File: config.mk
export PLATFORM = sky130hd
export DESIGN_NAME = register_dump
export DESIGN_NICKNAME = d
export VERILOG_FILES = /design/src/rtl/lc3_pkg.sv /design/src/rtl/register_dump.sv
export SDC_FILE = /design/constraint.sdc
export NUM_CORES = 1
export LEC_CHECK = 0
export ABC_AREA = 1
export CAP_MARGIN = 30
export CORE_UTILIZATION = 30
export CTS_BUF_LIST = sky130_fd_sc_hd__clkbuf_16
export CTS_CLUSTER_SIZE = 25
export DETAILED_ROUTE_END_ITERATION = 10
export SLEW_MARGIN = 20
export SYNTH_ARGS = -nofsm -noshare
export SYNTH_HDL_FRONTEND = slang
export SYNTH_SLANG_ARGS = --single-unit
File: constraint.sdc
create_clock -name i_clock -period 1.5 [get_ports i_clock]
set_input_delay 0.375 -clock i_clock [delete_from_list [all_inputs] [get_ports i_clock]]
set_output_delay 0.375 -clock i_clock [all_outputs]
set_load 0.02 [all_outputs]
File: src/rtl/lc3_pkg.sv
// Shared LC-3 widths and the register_dump state encoding.
package lc3_pkg;

   localparam int LC3_DATA_WIDTH     = 16;
   localparam int LC3_REG_ADDR_WIDTH = 4;

   typedef enum logic [2:0] {
      ST_IDLE     = 3'd0,
      ST_FETCH    = 3'd1,
      ST_SEND_A   = 3'd2,
      ST_SEND_B   = 3'd3,
      ST_DONE     = 3'd4,
      ST_SEND_SUM = 3'd5
   } dump_state_t;

endpackage

File: src/rtl/register_dump.sv
// Walks a register range two registers per fetch and streams each value over valid/ready.
// Optional trailing checksum word when REGISTER_DUMP_CHECKSUM_EN is defined.
module register_dump
   import lc3_pkg::*;
#(
   parameter int DATA_WIDTH = LC3_DATA_WIDTH,
   parameter int ADDR_WIDTH = LC3_REG_ADDR_WIDTH
) (
   input  logic                  i_clock,
   input  logic                  i_reset,
   input  logic                  i_start,
   input  logic [ADDR_WIDTH-1:0] i_first_reg,
   input  logic [ADDR_WIDTH-1:0] i_last_reg,
   output logic                  o_busy,
   output logic                  o_done,
   output logic [ADDR_WIDTH-1:0] o_rf_addr_a,
   output logic [ADDR_WIDTH-1:0] o_rf_addr_b,
   input  logic [DATA_WIDTH-1:0] i_rf_data_a,
   input  logic [DATA_WIDTH-1:0] i_rf_data_b,
   output logic                  o_out_valid,
   input  logic                  i_out_ready,
   output logic [DATA_WIDTH-1:0] o_out_data,
   output logic [ADDR_WIDTH-1:0] o_out_addr,
   output logic                  o_out_last
);

   dump_state_t           r_state;
   dump_state_t           w_state_next;
   logic [ADDR_WIDTH-1:0] r_ptr;
   logic [ADDR_WIDTH-1:0] r_ptr_b;
   logic [ADDR_WIDTH-1:0] r_end;
   logic [DATA_WIDTH-1:0] r_data_a;
   logic [DATA_WIDTH-1:0] r_data_b;
   logic                  w_a_is_end;
   logic                  w_b_is_end;
   logic                  w_valid;
   logic [DATA_WIDTH-1:0] w_data;
   logic [ADDR_WIDTH-1:0] w_addr;
   logic                  w_last;
   dump_state_t           w_after_regs;

`ifdef REGISTER_DUMP_CHECKSUM_EN
   logic [DATA_WIDTH-1:0] r_sum;
   assign w_after_regs = ST_SEND_SUM;
`else
   assign w_after_regs = ST_DONE;
`endif

   assign w_a_is_end = (r_ptr == r_end);
   assign w_b_is_end = (r_ptr_b == r_end);

   always_comb begin
      w_state_next = r_state;
      w_valid      = 1'b0;
      w_data       = '0;
      w_addr       = '0;
      w_last       = 1'b0;
      case (r_state)
         ST_IDLE: begin
            if (i_start) w_state_next = ST_FETCH;
         end
         ST_FETCH: begin
            w_state_next = ST_SEND_A;
         end
         ST_SEND_A: begin
            w_valid = 1'b1;
            w_data  = r_data_a;
            w_addr  = r_ptr;
`ifndef REGISTER_DUMP_CHECKSUM_EN
            w_last  = w_a_is_end;
`endif
            if (i_out_ready) w_state_next = w_a_is_end ? w_after_regs : ST_SEND_B;
         end
         ST_SEND_B: begin
            w_valid = 1'b1;
            w_data  = r_data_b;
            w_addr  = r_ptr_b;
`ifndef REGISTER_DUMP_CHECKSUM_EN
            w_last  = w_b_is_end;
`endif
            if (i_out_ready) w_state_next = w_b_is_end ? w_after_regs : ST_FETCH;
         end
`ifdef REGISTER_DUMP_CHECKSUM_EN
         ST_SEND_SUM: begin
            w_valid = 1'b1;
            w_data  = r_sum;
            w_addr  = '1;
            w_last  = 1'b1;
            if (i_out_ready) w_state_next = ST_DONE;
         end
`endif
         ST_DONE: begin
            w_state_next = ST_IDLE;
         end
         default: begin
            w_state_next = ST_IDLE;
         end
      endcase
   end

   // Pointers double as the read addresses so the register file sees flop outputs.
   always_ff @(posedge i_clock) begin
      if (!i_reset) begin
         r_state  <= ST_IDLE;
         r_ptr    <= '0;
         r_ptr_b  <= '0;
         r_end    <= '0;
         r_data_a <= '0;
         r_data_b <= '0;
`ifdef REGISTER_DUMP_CHECKSUM_EN
         r_sum    <= '0;
`endif
      end else begin
         r_state <= w_state_next;
         case (r_state)
            ST_IDLE: begin
               if (i_start) begin
                  r_ptr   <= i_first_reg;
                  r_ptr_b <= i_first_reg + ADDR_WIDTH'(1);
                  r_end   <= i_last_reg;
`ifdef REGISTER_DUMP_CHECKSUM_EN
                  r_sum   <= '0;
`endif
               end
            end
            ST_FETCH: begin
               r_data_a <= i_rf_data_a;
               r_data_b <= i_rf_data_b;
            end
            ST_SEND_A: begin
`ifdef REGISTER_DUMP_CHECKSUM_EN
               if (i_out_ready) r_sum <= r_sum + r_data_a;
`endif
            end
            ST_SEND_B: begin
               if (i_out_ready) begin
`ifdef REGISTER_DUMP_CHECKSUM_EN
                  r_sum <= r_sum + r_data_b;
`endif
                  if (!w_b_is_end) begin
                     r_ptr   <= r_ptr + ADDR_WIDTH'(2);
                     r_ptr_b <= r_ptr_b + ADDR_WIDTH'(2);
                  end
               end
            end
            default: begin
            end
         endcase
      end
   end

   assign o_busy      = (r_state != ST_IDLE);
   assign o_done      = (r_state == ST_DONE);
   assign o_rf_addr_a = r_ptr;
   assign o_rf_addr_b = r_ptr_b;
   assign o_out_valid = w_valid;
   assign o_out_data  = w_data;
   assign o_out_addr  = w_addr;
   assign o_out_last  = w_last;

endmodule

==> parameters.txt, run 1 <==
Parameter                              Value

Global routing
  Largest net degree at the start of global routing ... 44
  GRT Residual Overflow ... 0
  Initial antenna violation count ... 0
  All-Layer GR Usage ... 17.0%
  Number of global-route vias before repair ... 2280
  First-pass GRT wire length ... 10400 um

Worst setup path
  Crit-path max FO ... 5
  Critical path endpoint category ... output pin
  Worst reg2reg path startpoint ... r_state[2]
  Worst-case register-to-register setup slack ... -0.06 ns
  Endpoint of the most critical register-to-register path ... o_rf_addr_b[2]
  R2R cell count ... 10
  Launching element type of the critical path ... flip-flop
  CP Class ... reg -> out
  Data arrival time of the critical path ... 1.40 ns
  Critical path data required time ... 1.12 ns

Clocking
  Root buffer cell ... sky130_fd_sc_hd__clkbuf_16
  Clk Latency, worst-skew pair ... 0.28 ns
  Clock sinks ... 47
  CTS tree ... built
  Total CTS buffers ... 5
  Bufs on Longest Clock Path ... 2
  H-tree depth ... 2
  Total of hold buffers inserted after clock tree synthesis ... 0
  Clk pin slew, worst setup/hold paths ... 0.06 ns

Hold path
  Hold path cells ... 2
  Start point of the worst min-delay path ... r_data_b[2]
  HP Class ... reg -> reg
  Hold worst-path end ... r_data_b[2]

Run status
  Status ... finished, violations left
  Violations in the final reports ... setup timing

STA
  Total setup violations reported at the end of the flow ... 31
  Unrepaired setup endpoints after global routing ... true
  Worst Clk Skew ... 0.00657 ns
  Time the final worst path needs with I/O delays and setup ... 1.77 ns
  Highest Clock Rate ... 564 MHz
  Minimum setup slack in the final design ... -0.272 ns
  Worst hold slack across all endpoints ... 0.482 ns
  Number of max-slew violations in the final report ... 0
  Count of final hold-check violations ... 0
  Worst-Margin Slew ... 0.216 ns
  Summed negative setup slack over all endpoints ... -4.79 ns
  Period Utilization, post-route ... 118%
  Relative slew slack ... 85.6%

Floorplanning
  Core Rows ... 31
  Vert. Die Dim ... 88.1 um
  Die outline width ... 88.1 um
  Number of primary I/O pins ... 76
  Initial Utilization ... 30.9%
  CORE AREA ... 0.00721 mm^2
  Die area ... 0.00777 mm^2

Detailed routing
  Count of vias placed by the detailed router ... 2443
  DR iter-0 viols ... 103
  Total routed wirelength ... 6790 um
  Length of the first detailed-routing pass in iterations ... 4
  Antenna-violating nets left ... 0
  Average wire length per cell after detail routing ... 12.8 um
  Total DRC errors in the routed layout ... 0
  Average vias per placed instance ... 4.60

Finish
  Final cell utilization of the core ... 53.3%
  Layout Nets ... 479
  Share of post-route cells with drive strength above 1 ... 31.0%
  Area growth, synth to finish ... 72.7%
  Post-layout instance area ... 0.00384 mm^2
  Ant. Diodes ... 0
  Fill cell instance count of the final layout ... 714

Synth
  Yosys warning total ... 0
  Synth Instances ... 317
  Mean Syn Cell Area ... 7.02 um^2
  Synth cell types ... 23
  Simple-gate share of the synthesized area ... 27.1%
  Number of synthesized register bits ... 47
  Area fraction in compound gates after synthesis ... 19.8%
  Fraction of synthesized area in multiplexers ... 0%
  Dominant combinational cell family by area after synthesis ... simple AND/OR/NAND/NOR gates
  Syn_nets ... 364
  Xor and xnor area share after synthesis ... 1.57%
  Post-synthesis cell area ... 0.00223 mm^2
  Adder-cell share of the synthesized area ... 1.69%
  Sequential cell area fraction in the yosys report ... 42.3%

Placed design
  Placed instance area ... 0.00340 mm^2
  # port buffers ... 75
  Final weighted congestion in routability-driven placement ... 0.795
  HPWL after detailed placement ... 4570 um

Power
  Leak ... 0.00168 uW
  Worst VDD drop ... 0.728 mV
  Power density over the cells ... 1930 mW/mm^2
  Total power ... 7430 uW

Run
  Number of violations of the max-capacitance limit ... 0
area by class of cell:
type	count	area [um^2]	area share, %
clock buffers	5	125	3.26
repair buffers	123	1200	31.3
well taps	99	124	3.22
multi-input cells	232	1280	33.4
clock inverters	2	37.5	0.977
repair inverters	1	8.76	0.228
flip-flops and latches	47	957	24.9
inverters	22	103	2.67
cells in the final DEF (no fill, tap or decap), types with 5 or more instances in the layout:
master / Yosys / layout
sky130_fd_sc_hd__nor2_1: 79 / 76
sky130_fd_sc_hd__nand2_1: 56 / 47
sky130_fd_sc_hd__clkdlybuf4s50_1: 0 / 41
sky130_fd_sc_hd__buf_4: 0 / 36
sky130_fd_sc_hd__dfxtp_1: 47 / 36
sky130_fd_sc_hd__o21ai_0: 41 / 32
sky130_fd_sc_hd__buf_6: 2 / 30
sky130_fd_sc_hd__a22o_1: 16 / 16
sky130_fd_sc_hd__inv_1: 18 / 15
sky130_fd_sc_hd__dfxtp_2: 0 / 10
sky130_fd_sc_hd__a21oi_1: 14 / 8
sky130_fd_sc_hd__nand2_2: 2 / 7
sky130_fd_sc_hd__a21oi_2: 0 / 6
sky130_fd_sc_hd__nand3_1: 6 / 6
sky130_fd_sc_hd__o21ai_1: 0 / 5
sky130_fd_sc_hd__clkbuf_16: 0 / 5
synthesized netlist by cell type (all sizes together):
| cell type | instances | area, um^2 |
|---|---|---|
| nor2 | 80 | 303 |
| dfxtp | 47 | 941 |
| nand3b | 2 | 15.0 |
| nor3 | 2 | 15.0 |
| o22ai | 4 | 25.0 |
| ha | 3 | 37.5 |
| xnor2 | 4 | 35.0 |
| inv | 22 | 85.1 |
| nand2 | 59 | 234 |
| a21oi | 14 | 70.1 |
| nand3 | 6 | 30.0 |
| or2 | 1 | 6.26 |
| o21ai | 41 | 205 |
| buf | 9 | 57.6 |
| a22o | 16 | 140 |
| clkbuf | 7 | 26.3 |
routing by layer:
metal	GRT usage, %	wire length [um]	vias up
li1	-	-	1259
met1	22.1	3140	1091
met2	29.0	3210	83
met3	3.68	372	10
met4	3.81	71	0
met5	0	0	-
state kept, by name (all words and copies together) (netlist names):
signal and cells:
o_rf_addr_a 4, o_rf_addr_b 4, r_data_a 16, r_data_b 16
r_end 4, r_state 3
how the worst max path moves through the flow:
stage,start,endpoint,slack [ns],cells past startpoint
after floorplan,r_state[1],o_out_data[10],-0.07,6
after global placement,r_state[2],o_out_addr[1],-0.44,8
after detailed placement,r_state[2],o_out_last,-0.47,6
after CTS,o_rf_addr_b[2],o_out_last,-0.26,7
after global routing,r_state[2],o_out_addr[1],-0.33,6
final,r_state[2],o_out_addr[1],-0.27,6
critical path: stages, from the launching register on:
cell and delay, ns:
sky130_fd_sc_hd__dfxtp_2 0.32, sky130_fd_sc_hd__inv_2 0.07, sky130_fd_sc_hd__nand2_4 0.06, sky130_fd_sc_hd__nor2_4 0.15, sky130_fd_sc_hd__inv_2 0.14, sky130_fd_sc_hd__o21ai_1 0.19, sky130_fd_sc_hd__buf_4 0.17
per-stage QoR:
stage	instances	setup WS [ns]
final	531	-0.272
after global routing	531	-0.326
after CTS	527	-0.260
after detailed placement	518	-0.465
after global placement	518	-0.436
after floorplan	317	-0.0723
kinds of logic after synthesis:
group / count (synthesis)
buf+inv: 38
xor+xnor: 4
fa+ha+maj: 3
compound gates: 75
flops: 47
simple gates: 150
repair_timing:
action,in CTS,in global routing
setup buffers,2,3
endpoints found under the setup margin,32,40
cloned,0,2
pin swaps,8,9
gates resized for setup,179,58
power by group:
part	leakage (uW)	internal, uW	total (uW)	switching, uW
clock network	0.0000759	777	1240	460
logic	0.00121	1900	4060	2160
registers	0.000392	1800	2130	334
(Power assumes the default switching activity.)
==> inputs of run 2 (changes only) <==
Settings changed: ABC_CLOCK_PERIOD_IN_PS set to 1500, CORE_ASPECT_RATIO set to 1.25.
==> run 2 against run 1 <==
Effect of this change:
- the run still ends with setup timing left
- register-to-register slack better by 0.03 ns
- routed wire length shrank 4.2%
- combinational power is 8.4% lower
- worst hold slack gained 0.0045 ns
- largest power group unchanged
- critical endpoint is now o_out_data[5]
==> parameters.txt, run 2 (synthesized netlist as in run 1, its figures left out) <==
Parameter                              Value

STA
  Count of final hold-check violations ... 0 (unchanged)
  Number of max-slew violations in the final report ... 0 (unchanged)
  Total setup violations reported at the end of the flow ... 24 (was 31)
  Period Utilization, post-route ... 116% (was 118%)
  Worst hold slack across all endpoints ... 0.487 ns (was 0.482 ns)
  Highest Clock Rate ... 572 MHz (was 564 MHz)
  Relative slew slack ... 85.5% (was 85.6%)
  Unrepaired setup endpoints after global routing ... true (unchanged)
  Worst-Margin Slew ... 0.217 ns (was 0.216 ns)
  Worst Clk Skew ... 0.00498 ns (was 0.00657 ns)
  Time the final worst path needs with I/O delays and setup ... 1.75 ns (was 1.77 ns)
  Minimum setup slack in the final design ... -0.247 ns (was -0.272 ns)

Hold path
  Start point of the worst min-delay path ... r_data_b[15] (was r_data_b[2])
  HP Class ... reg -> reg (unchanged)

Finish
  Post-Layout Cell Count ... 523 (was 531)
  Layout Nets ... 479 (unchanged)
  Top library cells by usage in the layout, fill and taps aside ... sky130_fd_sc_hd__nor2_1, sky130_fd_sc_hd__nand2_1, sky130_fd_sc_hd__buf_4 (was sky130_fd_sc_hd__nor2_1, sky130_fd_sc_hd__nand2_1, sky130_fd_sc_hd__clkdlybuf4s50_1)
  Ant. Diodes ... 0 (unchanged)
  Share of post-route cells with drive strength above 1 ... 28.4% (was 31.0%)
  Most frequent standard cell in the layout excluding fill and tap cells ... sky130_fd_sc_hd__nor2_1 (unchanged)
  Final cell utilization of the core ... 52.8% (was 53.3%)
  Area growth, synth to finish ... 67.6% (was 72.7%)
  Registers with the most flip-flops ... r_data_a: 16 flops, r_data_b: 16 flops (unchanged)

Floorplanning
  Vert. Die Dim ... 98.3 um (was 88.1 um)
  Core Rows ... 34 (was 31)
  Initial Utilization ... 31.5% (was 30.9%)
  Number of primary I/O pins ... 76 (unchanged)
  Die area ... 0.00777 mm^2 (about the same)
  Die outline width ... 79.0 um (was 88.1 um)
  CORE AREA ... 0.00706 mm^2 (was 0.00721 mm^2)

Worst setup path
  Peak per-stage delay on the critical path ... 0.33 ns (was 0.32 ns)
  Ordered cell list for the critical path ... inv_2, nand2_4, nor2_4, buf_12, a22o_1, buf_6 (was inv_2, nand2_4, nor2_4, inv_2, o21ai_1, buf_4)
  Data arrival time of the critical path ... 1.37 ns (was 1.40 ns)
  CP max stage cell ... sky130_fd_sc_hd__dfxtp_2 (unchanged)
  Worst reg2reg path startpoint ... r_state[2] (unchanged)
  CP startpoint ... r_state[2] (unchanged)
  Crit-path max FO ... 17 (was 5)
  Buffer and inverter count on the worst path ... 3 (unchanged)
  Launching element type of the critical path ... flip-flop (unchanged)
  Largest delay contributor family on the critical path ... buffers and inverters (unchanged)
  Critical path data required time ... 1.12 ns (about the same)
  CP Class ... reg -> out (unchanged)
  Critical path endpoint category ... output pin (unchanged)

Power
  Leak ... 0.00167 uW (was 0.00168 uW)
  Worst VDD drop ... 0.786 mV (was 0.728 mV)
  Power density over the cells ... 1920 mW/mm^2 (was 1930 mW/mm^2)

Detailed routing
  Length of the first detailed-routing pass in iterations ... 4 (unchanged)
  Total DRC errors in the routed layout ... 0 (unchanged)
  Total routed wirelength ... 6500 um (was 6790 um)
  Count of vias placed by the detailed router ... 2416 (was 2443)
  Met3 Routed Length ... 365 um (was 372 um)
  Average wire length per cell after detail routing ... 12.4 um (was 12.8 um)
  Top routing layer used ... met4 (unchanged)
  Antenna-violating nets left ... 0 (unchanged)
  Detail Route met2 WL ... 3190 um (was 3210 um)
  Met1 wire length ... 2890 um (was 3140 um)
  DR iter-0 viols ... 72 (was 103)
  Average vias per placed instance ... 4.62 (was 4.60)

Placed design
  Cell count after placement ... 510 (was 518)
  # port buffers ... 75 (unchanged)
  HPWL after detailed placement ... 4770 um (was 4570 um)
  Final weighted congestion in routability-driven placement ... 0.806 (was 0.795)

Global routing
  Initial antenna violation count ... 0 (unchanged)
  Number of global-route vias before repair ... 2418 (was 2280)
  All-Layer GR Usage ... 17.6% (was 17.0%)
  First-pass GRT wire length ... 10800 um (was 10400 um)
  GRT Residual Overflow ... 0 (unchanged)
  Largest net degree at the start of global routing ... 35 (was 44)

Run
  Number of violations of the max-capacitance limit ... 0 (unchanged)

Clocking
  Bufs on Longest Clock Path ... 2 (unchanged)
  Clk pin slew, worst setup/hold paths ... 0.07 ns (was 0.06 ns)
  Root buffer cell ... sky130_fd_sc_hd__clkbuf_16 (unchanged)
  Total of hold buffers inserted after clock tree synthesis ... 0 (unchanged)
  Clk Latency, worst-skew pair ... 0.29 ns (was 0.28 ns)
  Total CTS buffers ... 5 (unchanged)
  CTS tree ... built (unchanged)
  Clock sinks ... 47 (unchanged)
  H-tree depth ... 2 (unchanged)

Run status
  Violations in the final reports ... setup timing (unchanged)
  Status ... finished, violations left (unchanged)
## run 2: cell types whose count changed in the layout (fill, tap and decap cells not counted), sizes merged
cell / previous run / this run
clkbuf: 8 / 5
clkdlybuf4s15: 1 / 3
buf: 72 / 73
clkdlybuf4s50: 41 / 42
clkinvlp: 1 / 0
dlygate4sd2: 4 / 5
dlymetal6s2s: 2 / 1
inv: 22 / 23
## run 2: worst reg2reg max path, delay by kind of cell, from the launching register on
kind,cells,cell delay [ns]
compound gates,1,0.13
buf+inv,6,0.62
flops,1,0.33
simple gates,5,0.35
## run 2: per-layer routing
layer  global-route usage, %  up-vias
met1                    21.7     1078
met3                    3.18        5
met5                       0        -
met4                    3.78        0
li1                        -     1254
met2                    31.4       79
## run 2: worst paths after layout
| check | to | slack [ns] | cells after the start |
|---|---|---|---|
| max | o_out_data[5] | -0.25 | 6 |
| min | r_data_b[15] | 0.49 | 2 |
| min reg2reg | r_data_b[15] | 0.49 | 2 |
| max reg2reg | o_rf_addr_a[1] | -0.03 | 12 |
## run 2: layout make-up
| type | count | area, um^2 |
|---|---|---|
| inverters | 22 | 95.1 |
| clock buffers | 5 | 125 |
| fillers | 718 | 3330 |
| clock inverters | 3 | 42.5 |
| well taps | 90 | 113 |
| flip-flops and latches | 47 | 963 |
| repair buffers | 124 | 1190 |
| multi-input cells | 232 | 1200 |
## run 2: through the flow
| stage | setup slack (ns) | cell area [um^2] | TNS [ns] | total power [uW] |
|---|---|---|---|---|
| after floorplan | -0.0723 | 2230 | -1.26 | 4050 |
| after global placement | -0.414 | 3390 | -9.37 | 5520 |
| after detailed placement | -0.460 | 3390 | -9.71 | 5590 |
| after CTS | -0.238 | 3680 | -4.26 | 7050 |
| after global routing | -0.330 | 3730 | -6.24 | 7700 |
| final | -0.247 | 3730 | -4.84 | 7150 |
## run 2: report_power, final
part | total (uW) | switching [uW] | internal [uW]
Clock | 1280 | 489 | 787
Combinational | 3720 | 1960 | 1760
Sequential | 2160 | 346 | 1810
## run 2: repair_timing
action	4_1_cts	5_1_grt
endpoints found under the setup margin	37	32
resized for setup	178	23
gates cloned	0	0
buffers inserted	4	1
pin swaps	20	7
hold endpoints to repair	0	0
